<file path="src/rtl/lsu_ctrl_mo_pkg.sv">
// Shared types and constants for the multi-outstanding LSU control unit.
// Access-size encodings, tag-entry layout and default widths.
package lsu_ctrl_mo_pkg;

    localparam int XLEN_DEF = 32;
    localparam int AW_DEF   = 16;
    localparam int TW_DEF   = 4;

    localparam logic [1:0] LSU_SIZE_B = 2'b00;
    localparam logic [1:0] LSU_SIZE_H = 2'b01;
    localparam logic [1:0] LSU_SIZE_W = 2'b10;

    // Non-tag bits of a tag-FIFO entry: {read, size[1:0], usign, addr[1:0]}
    localparam int LSU_ENT_XW = 6;

endpackage

</file>
<file path="src/rtl/lsu_ctrl_mo_if.sv">
// Bundle of AGU, DTCM and writeback channels around the LSU.
// master = the LSU itself, slave = the surrounding pipeline/memory.
interface lsu_ctrl_mo_if #(
    parameter int XLEN = 32,
    parameter int AW   = 16,
    parameter int TW   = 4
);
    logic              agu_cmd_valid;
    logic              agu_cmd_ready;
    logic              agu_cmd_read;
    logic [AW-1:0]     agu_cmd_addr;
    logic [XLEN-1:0]   agu_cmd_wdata;
    logic [XLEN/8-1:0] agu_cmd_wmask;
    logic [1:0]        agu_cmd_size;
    logic              agu_cmd_usign;
    logic [TW-1:0]     agu_cmd_itag;
    logic              agu_rsp_valid;

    logic              dtcm_cmd_valid;
    logic              dtcm_cmd_ready;
    logic              dtcm_cmd_read;
    logic [AW-1:0]     dtcm_cmd_addr;
    logic [XLEN-1:0]   dtcm_cmd_wdata;
    logic [XLEN/8-1:0] dtcm_cmd_wmask;
    logic              dtcm_rsp_valid;
    logic              dtcm_rsp_ready;
    logic [XLEN-1:0]   dtcm_rsp_rdata;

    logic              lsu_o_valid;
    logic              lsu_o_ready;
    logic [XLEN-1:0]   lsu_o_wbck_data;
    logic [TW-1:0]     lsu_o_wbck_itag;
    logic              lsu_idle;

    modport master (
        input  agu_cmd_valid, agu_cmd_read, agu_cmd_addr,
        input  agu_cmd_wdata, agu_cmd_wmask, agu_cmd_size,
        input  agu_cmd_usign, agu_cmd_itag,
        output agu_cmd_ready, agu_rsp_valid,
        output dtcm_cmd_valid, dtcm_cmd_read, dtcm_cmd_addr,
        output dtcm_cmd_wdata, dtcm_cmd_wmask, dtcm_rsp_ready,
        input  dtcm_cmd_ready, dtcm_rsp_valid, dtcm_rsp_rdata,
        output lsu_o_valid, lsu_o_wbck_data, lsu_o_wbck_itag,
        output lsu_idle,
        input  lsu_o_ready
    );

    modport slave (
        output agu_cmd_valid, agu_cmd_read, agu_cmd_addr,
        output agu_cmd_wdata, agu_cmd_wmask, agu_cmd_size,
        output agu_cmd_usign, agu_cmd_itag,
        input  agu_cmd_ready, agu_rsp_valid,
        input  dtcm_cmd_valid, dtcm_cmd_read, dtcm_cmd_addr,
        input  dtcm_cmd_wdata, dtcm_cmd_wmask, dtcm_rsp_ready,
        output dtcm_cmd_ready, dtcm_rsp_valid, dtcm_rsp_rdata,
        input  lsu_o_valid, lsu_o_wbck_data, lsu_o_wbck_itag,
        input  lsu_idle,
        output lsu_o_ready
    );

endinterface

</file>
<file path="src/rtl/lsu_ctrl_mo_gnrl_fifo.sv">
// Generic valid/ready FIFO, DW bits wide and DP entries deep.
// Push is refused when full even if a pop happens in the same cycle.
module gnrl_fifo #(
    parameter int DW = 8,
    parameter int DP = 2
) (
    input  logic          clk,
    input  logic          rst,
    input  logic          push_vld_i,
    output logic          push_rdy_o,
    input  logic [DW-1:0] push_dat_i,
    output logic          pop_vld_o,
    input  logic          pop_rdy_i,
    output logic [DW-1:0] pop_dat_o
);
    localparam int PW = (DP > 1) ? $clog2(DP) : 1;
    localparam int CW = $clog2(DP + 1);

    logic [DW-1:0] mem_q [DP];
    logic [PW-1:0] wptr_q, wptr_d;
    logic [PW-1:0] rptr_q, rptr_d;
    logic [CW-1:0] cnt_q, cnt_d;
    logic          push, pop;

    assign push_rdy_o = (cnt_q != CW'(DP));
    assign pop_vld_o  = (cnt_q != '0);
    assign pop_dat_o  = mem_q[rptr_q];
    assign push       = push_vld_i & push_rdy_o;
    assign pop        = pop_vld_o & pop_rdy_i;

    // Pointer wrap and occupancy next-state
    always_comb begin
        wptr_d = wptr_q;
        rptr_d = rptr_q;
        cnt_d  = cnt_q;
        if (push) begin
            wptr_d = (wptr_q == PW'(DP - 1)) ? '0 : wptr_q + PW'(1);
        end
        if (pop) begin
            rptr_d = (rptr_q == PW'(DP - 1)) ? '0 : rptr_q + PW'(1);
        end
        unique case (1'b1)
            (push & ~pop): cnt_d = cnt_q + CW'(1);
            (pop & ~push): cnt_d = cnt_q - CW'(1);
            default:       cnt_d = cnt_q;
        endcase
    end

    // Pointer, counter and storage registers
    always_ff @(posedge clk or posedge rst) begin
        if (rst) begin
            wptr_q <= '0;
            rptr_q <= '0;
            cnt_q  <= '0;
            for (int i = 0; i < DP; i++) mem_q[i] <= '0;
        end else begin
            wptr_q <= wptr_d;
            rptr_q <= rptr_d;
            cnt_q  <= cnt_d;
            if (push) mem_q[wptr_q] <= push_dat_i;
        end
    end

endmodule

</file>
<file path="src/rtl/lsu_ctrl_mo.sv">
// Multi-outstanding LSU: AGU -> DTCM issue, in-order tag tracking,
// load alignment/extension and a registered writeback slot.
module lsu_ctrl_mo
    import lsu_ctrl_mo_pkg::*;
#(
    parameter int XLEN       = XLEN_DEF,
    parameter int AW         = AW_DEF,
    parameter int TW         = TW_DEF,
    parameter int OUTS_DEPTH = 2
) (
    input  logic         clk,
    input  logic         rst,
    lsu_ctrl_mo_if.master bus
);
    localparam int EW = TW + LSU_ENT_XW;

    logic          fifo_push_rdy;
    logic          fifo_pop_vld;
    logic          fifo_pop_rdy;
    logic [EW-1:0] push_ent;
    logic [EW-1:0] head;

    logic [TW-1:0] head_itag;
    logic          head_read;
    logic [1:0]    head_size;
    logic          head_usign;
    logic [1:0]    head_addr;

    logic          pop, load_pop;
    logic [7:0]    ld_byte;
    logic [15:0]   ld_half;
    logic [XLEN-1:0] ld_ext;

    logic            wb_vld_q, wb_vld_d;
    logic [XLEN-1:0] wb_data_q, wb_data_d;
    logic [TW-1:0]   wb_itag_q, wb_itag_d;

    assign push_ent = {bus.agu_cmd_itag, bus.agu_cmd_read,
                       bus.agu_cmd_size, bus.agu_cmd_usign,
                       bus.agu_cmd_addr[1:0]};

    gnrl_fifo #(
        .DW (EW),
        .DP (OUTS_DEPTH)
    ) u_tag_fifo (
        .clk        (clk),
        .rst        (rst),
        .push_vld_i (bus.agu_cmd_valid & bus.dtcm_cmd_ready),
        .push_rdy_o (fifo_push_rdy),
        .push_dat_i (push_ent),
        .pop_vld_o  (fifo_pop_vld),
        .pop_rdy_i  (fifo_pop_rdy),
        .pop_dat_o  (head)
    );

    assign head_itag  = head[EW-1:LSU_ENT_XW];
    assign head_read  = head[5];
    assign head_size  = head[4:3];
    assign head_usign = head[2];
    assign head_addr  = head[1:0];

    assign bus.agu_cmd_ready  = bus.dtcm_cmd_ready & fifo_push_rdy;
    assign bus.dtcm_cmd_valid = bus.agu_cmd_valid & fifo_push_rdy;
    assign bus.dtcm_cmd_read  = bus.agu_cmd_read;
    assign bus.dtcm_cmd_addr  = bus.agu_cmd_addr;
    assign bus.dtcm_cmd_wdata = bus.agu_cmd_wdata;
    assign bus.dtcm_cmd_wmask = bus.agu_cmd_wmask;

    // A load may only retire when the slot is free or draining now
    assign bus.dtcm_rsp_ready = fifo_pop_vld &
        (~head_read | ~wb_vld_q | bus.lsu_o_ready);
    assign fifo_pop_rdy       = bus.dtcm_rsp_valid & bus.dtcm_rsp_ready;
    assign pop                = fifo_pop_vld & fifo_pop_rdy;
    assign load_pop           = pop & head_read;
    assign bus.agu_rsp_valid  = pop;

    // Lane select and sign/zero extension of the raw read word
    always_comb begin
        ld_byte = bus.dtcm_rsp_rdata[{head_addr, 3'b000} +: 8];
        ld_half = head_addr[1] ? bus.dtcm_rsp_rdata[31:16]
                               : bus.dtcm_rsp_rdata[15:0];
        ld_ext  = bus.dtcm_rsp_rdata;
        unique case (1'b1)
            (head_size == LSU_SIZE_B):
                ld_ext = {{(XLEN-8){ld_byte[7] & ~head_usign}}, ld_byte};
            (head_size == LSU_SIZE_H):
                ld_ext = {{(XLEN-16){ld_half[15] & ~head_usign}}, ld_half};
            default:
                ld_ext = bus.dtcm_rsp_rdata;
        endcase
    end

    // Writeback slot: load pop overwrites, consumer handshake clears
    always_comb begin
        wb_vld_d  = wb_vld_q;
        wb_data_d = wb_data_q;
        wb_itag_d = wb_itag_q;
        if (load_pop) begin
            wb_vld_d  = 1'b1;
            wb_data_d = ld_ext;
            wb_itag_d = head_itag;
        end else if (wb_vld_q & bus.lsu_o_ready) begin
            wb_vld_d  = 1'b0;
        end
    end

    // Writeback slot registers
    always_ff @(posedge clk or posedge rst) begin
        if (rst) begin
            wb_vld_q  <= 1'b0;
            wb_data_q <= '0;
            wb_itag_q <= '0;
        end else begin
            wb_vld_q  <= wb_vld_d;
            wb_data_q <= wb_data_d;
            wb_itag_q <= wb_itag_d;
        end
    end

    assign bus.lsu_o_valid     = wb_vld_q;
    assign bus.lsu_o_wbck_data = wb_data_q;
    assign bus.lsu_o_wbck_itag = wb_itag_q;
    assign bus.lsu_idle        = ~fifo_pop_vld & ~wb_vld_q;

endmodule

</file>
<file path="src/flat_wrapper.sv">
// flat-port wrapper written by rule: the top's interface ports become plain ports
module lsu_ctrl_mo_flat import lsu_ctrl_mo_pkg::*;
#(
    parameter int XLEN       = XLEN_DEF,
    parameter int AW         = AW_DEF,
    parameter int TW         = TW_DEF,
    parameter int OUTS_DEPTH = 2
)
  (clk, rst, bus_agu_cmd_valid, bus_agu_cmd_read, bus_agu_cmd_addr, bus_agu_cmd_wdata, bus_agu_cmd_wmask, bus_agu_cmd_size, bus_agu_cmd_usign, bus_agu_cmd_itag, bus_agu_cmd_ready, bus_agu_rsp_valid, bus_dtcm_cmd_valid, bus_dtcm_cmd_read, bus_dtcm_cmd_addr, bus_dtcm_cmd_wdata, bus_dtcm_cmd_wmask, bus_dtcm_rsp_ready, bus_dtcm_cmd_ready, bus_dtcm_rsp_valid, bus_dtcm_rsp_rdata, bus_lsu_o_valid, bus_lsu_o_wbck_data, bus_lsu_o_wbck_itag, bus_lsu_idle, bus_lsu_o_ready);
  lsu_ctrl_mo_if #(.XLEN(XLEN), .AW(AW), .TW(TW)) bus_i ();
  input  logic clk;
  input  logic rst;
  input wire logic [$bits(bus_i.agu_cmd_valid)-1:0] bus_agu_cmd_valid;
  input wire logic [$bits(bus_i.agu_cmd_read)-1:0] bus_agu_cmd_read;
  input wire logic [$bits(bus_i.agu_cmd_addr)-1:0] bus_agu_cmd_addr;
  input wire logic [$bits(bus_i.agu_cmd_wdata)-1:0] bus_agu_cmd_wdata;
  input wire logic [$bits(bus_i.agu_cmd_wmask)-1:0] bus_agu_cmd_wmask;
  input wire logic [$bits(bus_i.agu_cmd_size)-1:0] bus_agu_cmd_size;
  input wire logic [$bits(bus_i.agu_cmd_usign)-1:0] bus_agu_cmd_usign;
  input wire logic [$bits(bus_i.agu_cmd_itag)-1:0] bus_agu_cmd_itag;
  output wire logic [$bits(bus_i.agu_cmd_ready)-1:0] bus_agu_cmd_ready;
  output wire logic [$bits(bus_i.agu_rsp_valid)-1:0] bus_agu_rsp_valid;
  output wire logic [$bits(bus_i.dtcm_cmd_valid)-1:0] bus_dtcm_cmd_valid;
  output wire logic [$bits(bus_i.dtcm_cmd_read)-1:0] bus_dtcm_cmd_read;
  output wire logic [$bits(bus_i.dtcm_cmd_addr)-1:0] bus_dtcm_cmd_addr;
  output wire logic [$bits(bus_i.dtcm_cmd_wdata)-1:0] bus_dtcm_cmd_wdata;
  output wire logic [$bits(bus_i.dtcm_cmd_wmask)-1:0] bus_dtcm_cmd_wmask;
  output wire logic [$bits(bus_i.dtcm_rsp_ready)-1:0] bus_dtcm_rsp_ready;
  input wire logic [$bits(bus_i.dtcm_cmd_ready)-1:0] bus_dtcm_cmd_ready;
  input wire logic [$bits(bus_i.dtcm_rsp_valid)-1:0] bus_dtcm_rsp_valid;
  input wire logic [$bits(bus_i.dtcm_rsp_rdata)-1:0] bus_dtcm_rsp_rdata;
  output wire logic [$bits(bus_i.lsu_o_valid)-1:0] bus_lsu_o_valid;
  output wire logic [$bits(bus_i.lsu_o_wbck_data)-1:0] bus_lsu_o_wbck_data;
  output wire logic [$bits(bus_i.lsu_o_wbck_itag)-1:0] bus_lsu_o_wbck_itag;
  output wire logic [$bits(bus_i.lsu_idle)-1:0] bus_lsu_idle;
  input wire logic [$bits(bus_i.lsu_o_ready)-1:0] bus_lsu_o_ready;
  assign bus_i.agu_cmd_valid = bus_agu_cmd_valid;
  assign bus_i.agu_cmd_read = bus_agu_cmd_read;
  assign bus_i.agu_cmd_addr = bus_agu_cmd_addr;
  assign bus_i.agu_cmd_wdata = bus_agu_cmd_wdata;
  assign bus_i.agu_cmd_wmask = bus_agu_cmd_wmask;
  assign bus_i.agu_cmd_size = bus_agu_cmd_size;
  assign bus_i.agu_cmd_usign = bus_agu_cmd_usign;
  assign bus_i.agu_cmd_itag = bus_agu_cmd_itag;
  assign bus_agu_cmd_ready = bus_i.agu_cmd_ready;
  assign bus_agu_rsp_valid = bus_i.agu_rsp_valid;
  assign bus_dtcm_cmd_valid = bus_i.dtcm_cmd_valid;
  assign bus_dtcm_cmd_read = bus_i.dtcm_cmd_read;
  assign bus_dtcm_cmd_addr = bus_i.dtcm_cmd_addr;
  assign bus_dtcm_cmd_wdata = bus_i.dtcm_cmd_wdata;
  assign bus_dtcm_cmd_wmask = bus_i.dtcm_cmd_wmask;
  assign bus_dtcm_rsp_ready = bus_i.dtcm_rsp_ready;
  assign bus_i.dtcm_cmd_ready = bus_dtcm_cmd_ready;
  assign bus_i.dtcm_rsp_valid = bus_dtcm_rsp_valid;
  assign bus_i.dtcm_rsp_rdata = bus_dtcm_rsp_rdata;
  assign bus_lsu_o_valid = bus_i.lsu_o_valid;
  assign bus_lsu_o_wbck_data = bus_i.lsu_o_wbck_data;
  assign bus_lsu_o_wbck_itag = bus_i.lsu_o_wbck_itag;
  assign bus_lsu_idle = bus_i.lsu_idle;
  assign bus_i.lsu_o_ready = bus_lsu_o_ready;
  lsu_ctrl_mo #(.XLEN(XLEN), .AW(AW), .TW(TW), .OUTS_DEPTH(OUTS_DEPTH)) u_core (.clk(clk), .rst(rst), .bus(bus_i));
endmodule
</file>
<file path="config.mk">
export PLATFORM = sky130hd
export DESIGN_NAME = lsu_ctrl_mo_flat
export DESIGN_NICKNAME = d
export VERILOG_FILES = /design/src/rtl/lsu_ctrl_mo_pkg.sv /design/src/rtl/lsu_ctrl_mo_if.sv /design/src/rtl/lsu_ctrl_mo_gnrl_fifo.sv /design/src/rtl/lsu_ctrl_mo.sv /design/src/flat_wrapper.sv
export SDC_FILE = /design/constraint.sdc
export NUM_CORES = 1
export LEC_CHECK = 0
export CORE_ASPECT_RATIO = 1.25
export CORE_MARGIN = 5
export CORE_UTILIZATION = 43
export CTS_BUF_LIST = sky130_fd_sc_hd__clkbuf_4 sky130_fd_sc_hd__clkbuf_8 sky130_fd_sc_hd__clkbuf_16
export CTS_CLUSTER_DIAMETER = 120
export DETAILED_ROUTE_END_ITERATION = 7
export HOLD_SLACK_MARGIN = 0.15
export PLACE_DENSITY = 0.95
export SLEW_MARGIN = 10
export SYNTH_ARGS = -nofsm -noshare
export SYNTH_HDL_FRONTEND = slang
export SYNTH_SLANG_ARGS = --single-unit
</file>
<file path="constraint.sdc">
create_clock -name clk -period 6.1 [get_ports clk]
set_clock_uncertainty 0.2 [all_clocks]
set_input_delay 0.915 -clock clk [delete_from_list [all_inputs] [get_ports clk]]
set_output_delay 0.915 -clock clk [all_outputs]
set_load 0.02 [all_outputs]
</file>
; After elaboration in Yosys (flattened, before gate mapping)
; Index checks and enable logic that the tools add are counted.
[word_totals]
regBits = 61
latch_bits = 0
ram_bits = 0
rom_bits = 0
inputBits = 98
word_cells = 60
n_memories = 0
[op_classes]
add_sub_neg = 4
mul = 0
div = 0
magnitude_cmp = 3
n_eq_ne = 2
shifts = 1
n_mux = 13
bitwise = 24
n_reduce_logical = 5
[ops]
columns = operator, n
row1 = case mux 32 bit (2 select lines), 1
row2 = 2-to-1 mux 10 bit, 4
row3 = variable part select 32 x 6 -> 8 bit, 1
row4 = bitwise mux 20 bit, 1
row5 = 2-to-1 mux 16 bit, 1
row6 = bitwise AND 1 bit, 14
row7 = demux 10 bit (select 1 bit), 1
row8 = inverter 1 bit, 6
row9 = nonzero test 2 bit, 3
row10 = >= comparator 2 bit (second input constant), 2
row11 = 2-to-1 mux 1 bit, 4
row12 = inverter 1 -> 2 bit, 2
row13 = case mux 2 bit (2 select lines), 1
row14 = adder 1 bit (second input constant), 2
row15 = adder 2 x 1 -> 2 bit (second input constant), 1
row16 = == test 2 x 1 -> 1 bit (second input constant), 1
row17 = logical NOT 2 bit, 1
row18 = less-than comparator 2 x 1 -> 1 bit (second input constant), 1
row19 = inequality test 2 bit (second input constant), 1
row20 = bitwise OR 1 bit, 2
row21 = subtractor 2 x 1 -> 2 bit (second input constant), 1
row22 = logical AND 1 bit, 1

; Longest topological paths before layout
[depth]
ltp_word = 13
mapped_depth = 7

; Hierarchy
; A second synthesis with hierarchy kept.
[unflattened]
hier_cells = 348
hier_area_um2 = 3529.6
[modules_own_cells]
columns = mod, n_inst, cells_each, area_per_inst_um2, seq_area_each_um2
row1 = lsu_ctrl_mo, 1, 277, 2409.8, 925.9
row2 = gnrl_fifo, 1, 71, 1119.8, 600.6

; Least setup slack after synthesis
; OpenSTA, ideal clock, no wires.
[synth_path]
path_type = input to output
start = in bus_dtcm_rsp_valid
end = out bus_agu_rsp_valid
arrival_time_ns = 1.685
t_required_ns = 4.985
setup_slack_ns = 3.300
path_stages = 2
path_buffers = 0
path_cell_list = o21ai_0 > a21oi_1
[synth_between]
elab_chain_cells = 2
[synth_lines]
columns = item, line
row1 = from (decl), flat_wrapper.sv:30  ; input wire logic [$bits(bus_i.dtcm_rsp_valid)-1:0] bus_dtcm_rsp_valid;
row2 = bitwise AND 1 bit, lsu_ctrl_mo.sv:72  ; assign fifo_pop_rdy = bus.dtcm_rsp_valid & bus.dtcm_rsp_ready;
row3 = bitwise AND 1 bit, lsu_ctrl_mo.sv:73  ; assign pop = fifo_pop_vld & fifo_pop_rdy;
row4 = to (decl), flat_wrapper.sv:22  ; output wire logic [$bits(bus_i.agu_rsp_valid)-1:0] bus_agu_rsp_valid;
; Every way passes these cells.

; Worst setup path in the final report
[layout_path]
start = reg u_core.u_tag_fifo.rptr_q
end = out bus_agu_rsp_valid
[layout_between]
elab_chain_cells = 10
[layout_lines]
columns = item, line
row1 = from (decl), lsu_ctrl_mo_gnrl_fifo.sv:21  ; logic [PW-1:0] rptr_q, rptr_d;
row2 = from (signal assigned), lsu_ctrl_mo_gnrl_fifo.sv:58  ; rptr_q <= rptr_d;
row3 = inverter 1 -> 2 bit (implied by the code), lsu_ctrl_mo_gnrl_fifo.sv:27  ; assign pop_dat_o = mem_q[rptr_q];
row4 = 2-to-1 mux 10 bit (implied by the code) (3 in a row), lsu_ctrl_mo_gnrl_fifo.sv:27
row5 = inverter 1 bit, lsu_ctrl_mo.sv:71  ; (~head_read | ~wb_vld_q | bus.lsu_o_ready);
row6 = bitwise OR 1 bit (2 in a row), lsu_ctrl_mo.sv:71
row7 = bitwise AND 1 bit, lsu_ctrl_mo.sv:70  ; assign bus.dtcm_rsp_ready = fifo_pop_vld &
row8 = bitwise AND 1 bit, lsu_ctrl_mo.sv:72
row9 = bitwise AND 1 bit, lsu_ctrl_mo.sv:73
; Every way passes these cells. The select of a mux whose other input is x is not followed.

==> out/metrics.csv <==
metric,value,unit
die_w,92.48,um
fin_crit,3.989,ns
status,completed,
met3_usage,0.05519,
synth-xor-area-share,0.009582,
leakage,1.813,nW
grt_util_met1,0.1888,
path_buf_inv,1,
routed_wl,8836,um
cp-end-kind,primary output,
tightest_slew,1.152,ns
overflow,0,
start_util,0.4412,
hold_viol,0,
io-pin-count,193,
crit_slowest_cell,dfrtp_1,
yosysWarnings,0,
rows,37,
top_usage_layer,met2,
cts-resized-gates,0,
synthDominantCellAreaShare,0.4175,
cp_data_arrival_time,2.87,ns
antennaDiodeCount,0,
cts.sinks,61,
synth_area,3656,sq um
slew-limit-headroom,0.2103,
worst_hold_path.num_cells,1,
nNetsFinal,469,
synth_most_common_cell,dfrtp_1,
via_count,2618,
cap_viol_max_count,0,
path_clk_slew,0.07,ns
area_delta_synth_final,21.53,%
synth-edff-count,0,
cts_max_level,3,
place.gp.congestion,0.8670,
antenna_found_initial,0,
rsz0062_at_grt,false,
final_antenna_net_count,0,
pwr_density_cell,600.5,nW/um^2
cp_cell_sequence,mux2_2 > a21oi_1 > clkdlybuf4s50_1,
fin_util,0.5362,
portBuffers,92,
synth-compound-area-share,0.1718,
clock_latency,0.34,ns
drive_gt1_frac,0.1782,
max_stage_delay,0.95,ns
syn_inst,333,
synthAdderAreaFrac,0,
gr-usage-met2,0.3025,
cts_setup_buffers,0,
drcViolationCount,0,
avgSynthCellArea,10.98,sq um
hold_buffers,0,
cts_tree,done,
grt_pass1_vias,2787,
synth_mux_area_frac,0.1304,
synth_common_cells,"dfrtp_1, buf_4, nor2_1",
grt_pass1_wl,14360,um
final_cells,473,
drt_iter0_drc,106,
setup_viol,0,
fin_crit_sh,0.6539,
dpl_cell_area,4214,sq um
synthTopCellsByArea,"dfrtp_1, buf_4, mux2_2",
fin_area,4443,sq um
setup_tns,0,ns
ys_seq_elements,61,
worstPathRequired,4.98,ns
netlist-cell-type-count,43,
cts_buffers,9,
synth_top_family_by_area,compound AO/OA/AOI/OAI gates,
synthArstFlopShare,1.000,
clock.fmax,0.2507,GHz
core-area,8287,sq um
crit_type,reg -> out,
syn_nets,431,
clock_path_buffers,2,
die_y,113.1,um
cts-root-buf,clkbuf_8,
synth-simple-area-share,0.1331,
ys_seq_area_frac,0.4175,
grt_max_degree,69,
path_delay_family,flip-flops,
synth_flop_cell,dfrtp_1,
dp_cells,457,
cp_max_fo,21,
synth_top_cell_by_area,dfrtp_1,
cp.depth,3,
power,2.668,mW
routed_via_density,5.535,
dpl.hpwl,6554,um
worst_ir_drop_vdd,0.1827,mV
grt_usage,0.1749,
die-area,10460,sq um
hold_class,reg -> reg,
critPathLaunchType,register,
dr.pass1.iters,4,
r2r_cells,4,
wl_per_cell,18.68,um
maxSlewViolCount,0,
-- worst paths after layout --
check / slack, ns / startpoint / end
worst max-delay path: 2.11 / u_core.u_tag_fifo.rptr_q / bus_agu_rsp_valid
worst min-delay path: 0.31 / u_core.u_tag_fifo.mem_q[18] / u_core.u_tag_fifo.mem_q[18]
worst max register to register: 2.50 / u_core.u_tag_fifo.rptr_q / u_core.bus.lsu_o_wbck_data[31]
worst min register to register: 0.31 / u_core.u_tag_fifo.mem_q[18] / u_core.u_tag_fifo.mem_q[18]
max in group asynchronous: 4.26 / rst / u_core.bus.lsu_o_wbck_data[13]
min in group asynchronous: 0.91 / rst / u_core.bus.lsu_o_wbck_data[21]
-- placed cells by master (no fill, tap or decap), drive strengths merged, types with 5 or more instances in the layout --
cell           instances
nand2b                10
mux2i                 16
nor2                  38
a22oi                  5
a2bb2oi                7
clkbuf                12
nand2                 19
mux2                  27
clkdlybuf4s50         92
dfrtp                 61
a31oi                 25
and3b                  7
o21a                   7
a21oi                  6
a211oi                 9
-- layer usage --
metal	vias up	routed length [um]
met5	-	0
met4	0	338
met1	1285	3301
met2	99	4474
li1	1197	-
met3	37	721
-- cells by family (layout without fill, tap and decap cells) --
| logic type | after synthesis | in the layout |
|---|---|---|
| simple gates | 94 | 94 |
| buf+inv | 68 | 111 |
| compound gates | 63 | 63 |
| flops | 61 | 61 |
| mux | 43 | 43 |
| xor+xnor | 4 | 4 |
-- where the power goes --
part | leakage, nW | internal [mW] | switching, mW
clock | 0.120 | 0.256 | 0.154
combinational | 0.988 | 0.692 | 0.784
sequential | 0.706 | 0.617 | 0.166
-- state kept, by name, indices dropped and copies added (netlist names) --
name and count:
u_core.bus.lsu_o_wbck_data 32, u_core.u_tag_fifo.mem_q 20, u_core.bus.lsu_o_wbck_itag 4, u_core.u_tag_fifo.cnt_q 2
u_core.bus.lsu_o_valid 1, u_core.u_tag_fifo.rptr_q 1, u_core.u_tag_fifo.wptr_q 1
-- area by class of cell --
type                            count  area [sq um]
Clock buffer                       12         158.9
Clock inverter                      4         70.07
Fill cell                         690          3844
Inverter                            1         3.754
Multi-Input combinational cell    204          1627
Sequential cell                    61          1526
Tap cell                           97         121.4
Timing Repair Buffer               94         935.9
-- metrics by stage --
step	hold slack (ns)	worst slack [ns]
finish	0.3058	2.111
global route	0.3272	1.948
CTS	0.3115	2.108
detailed placement	0.2978	2.233
global placement	0.2862	2.248
floorplan	0.2623	3.300
Power figures use the tool's default switching activity.
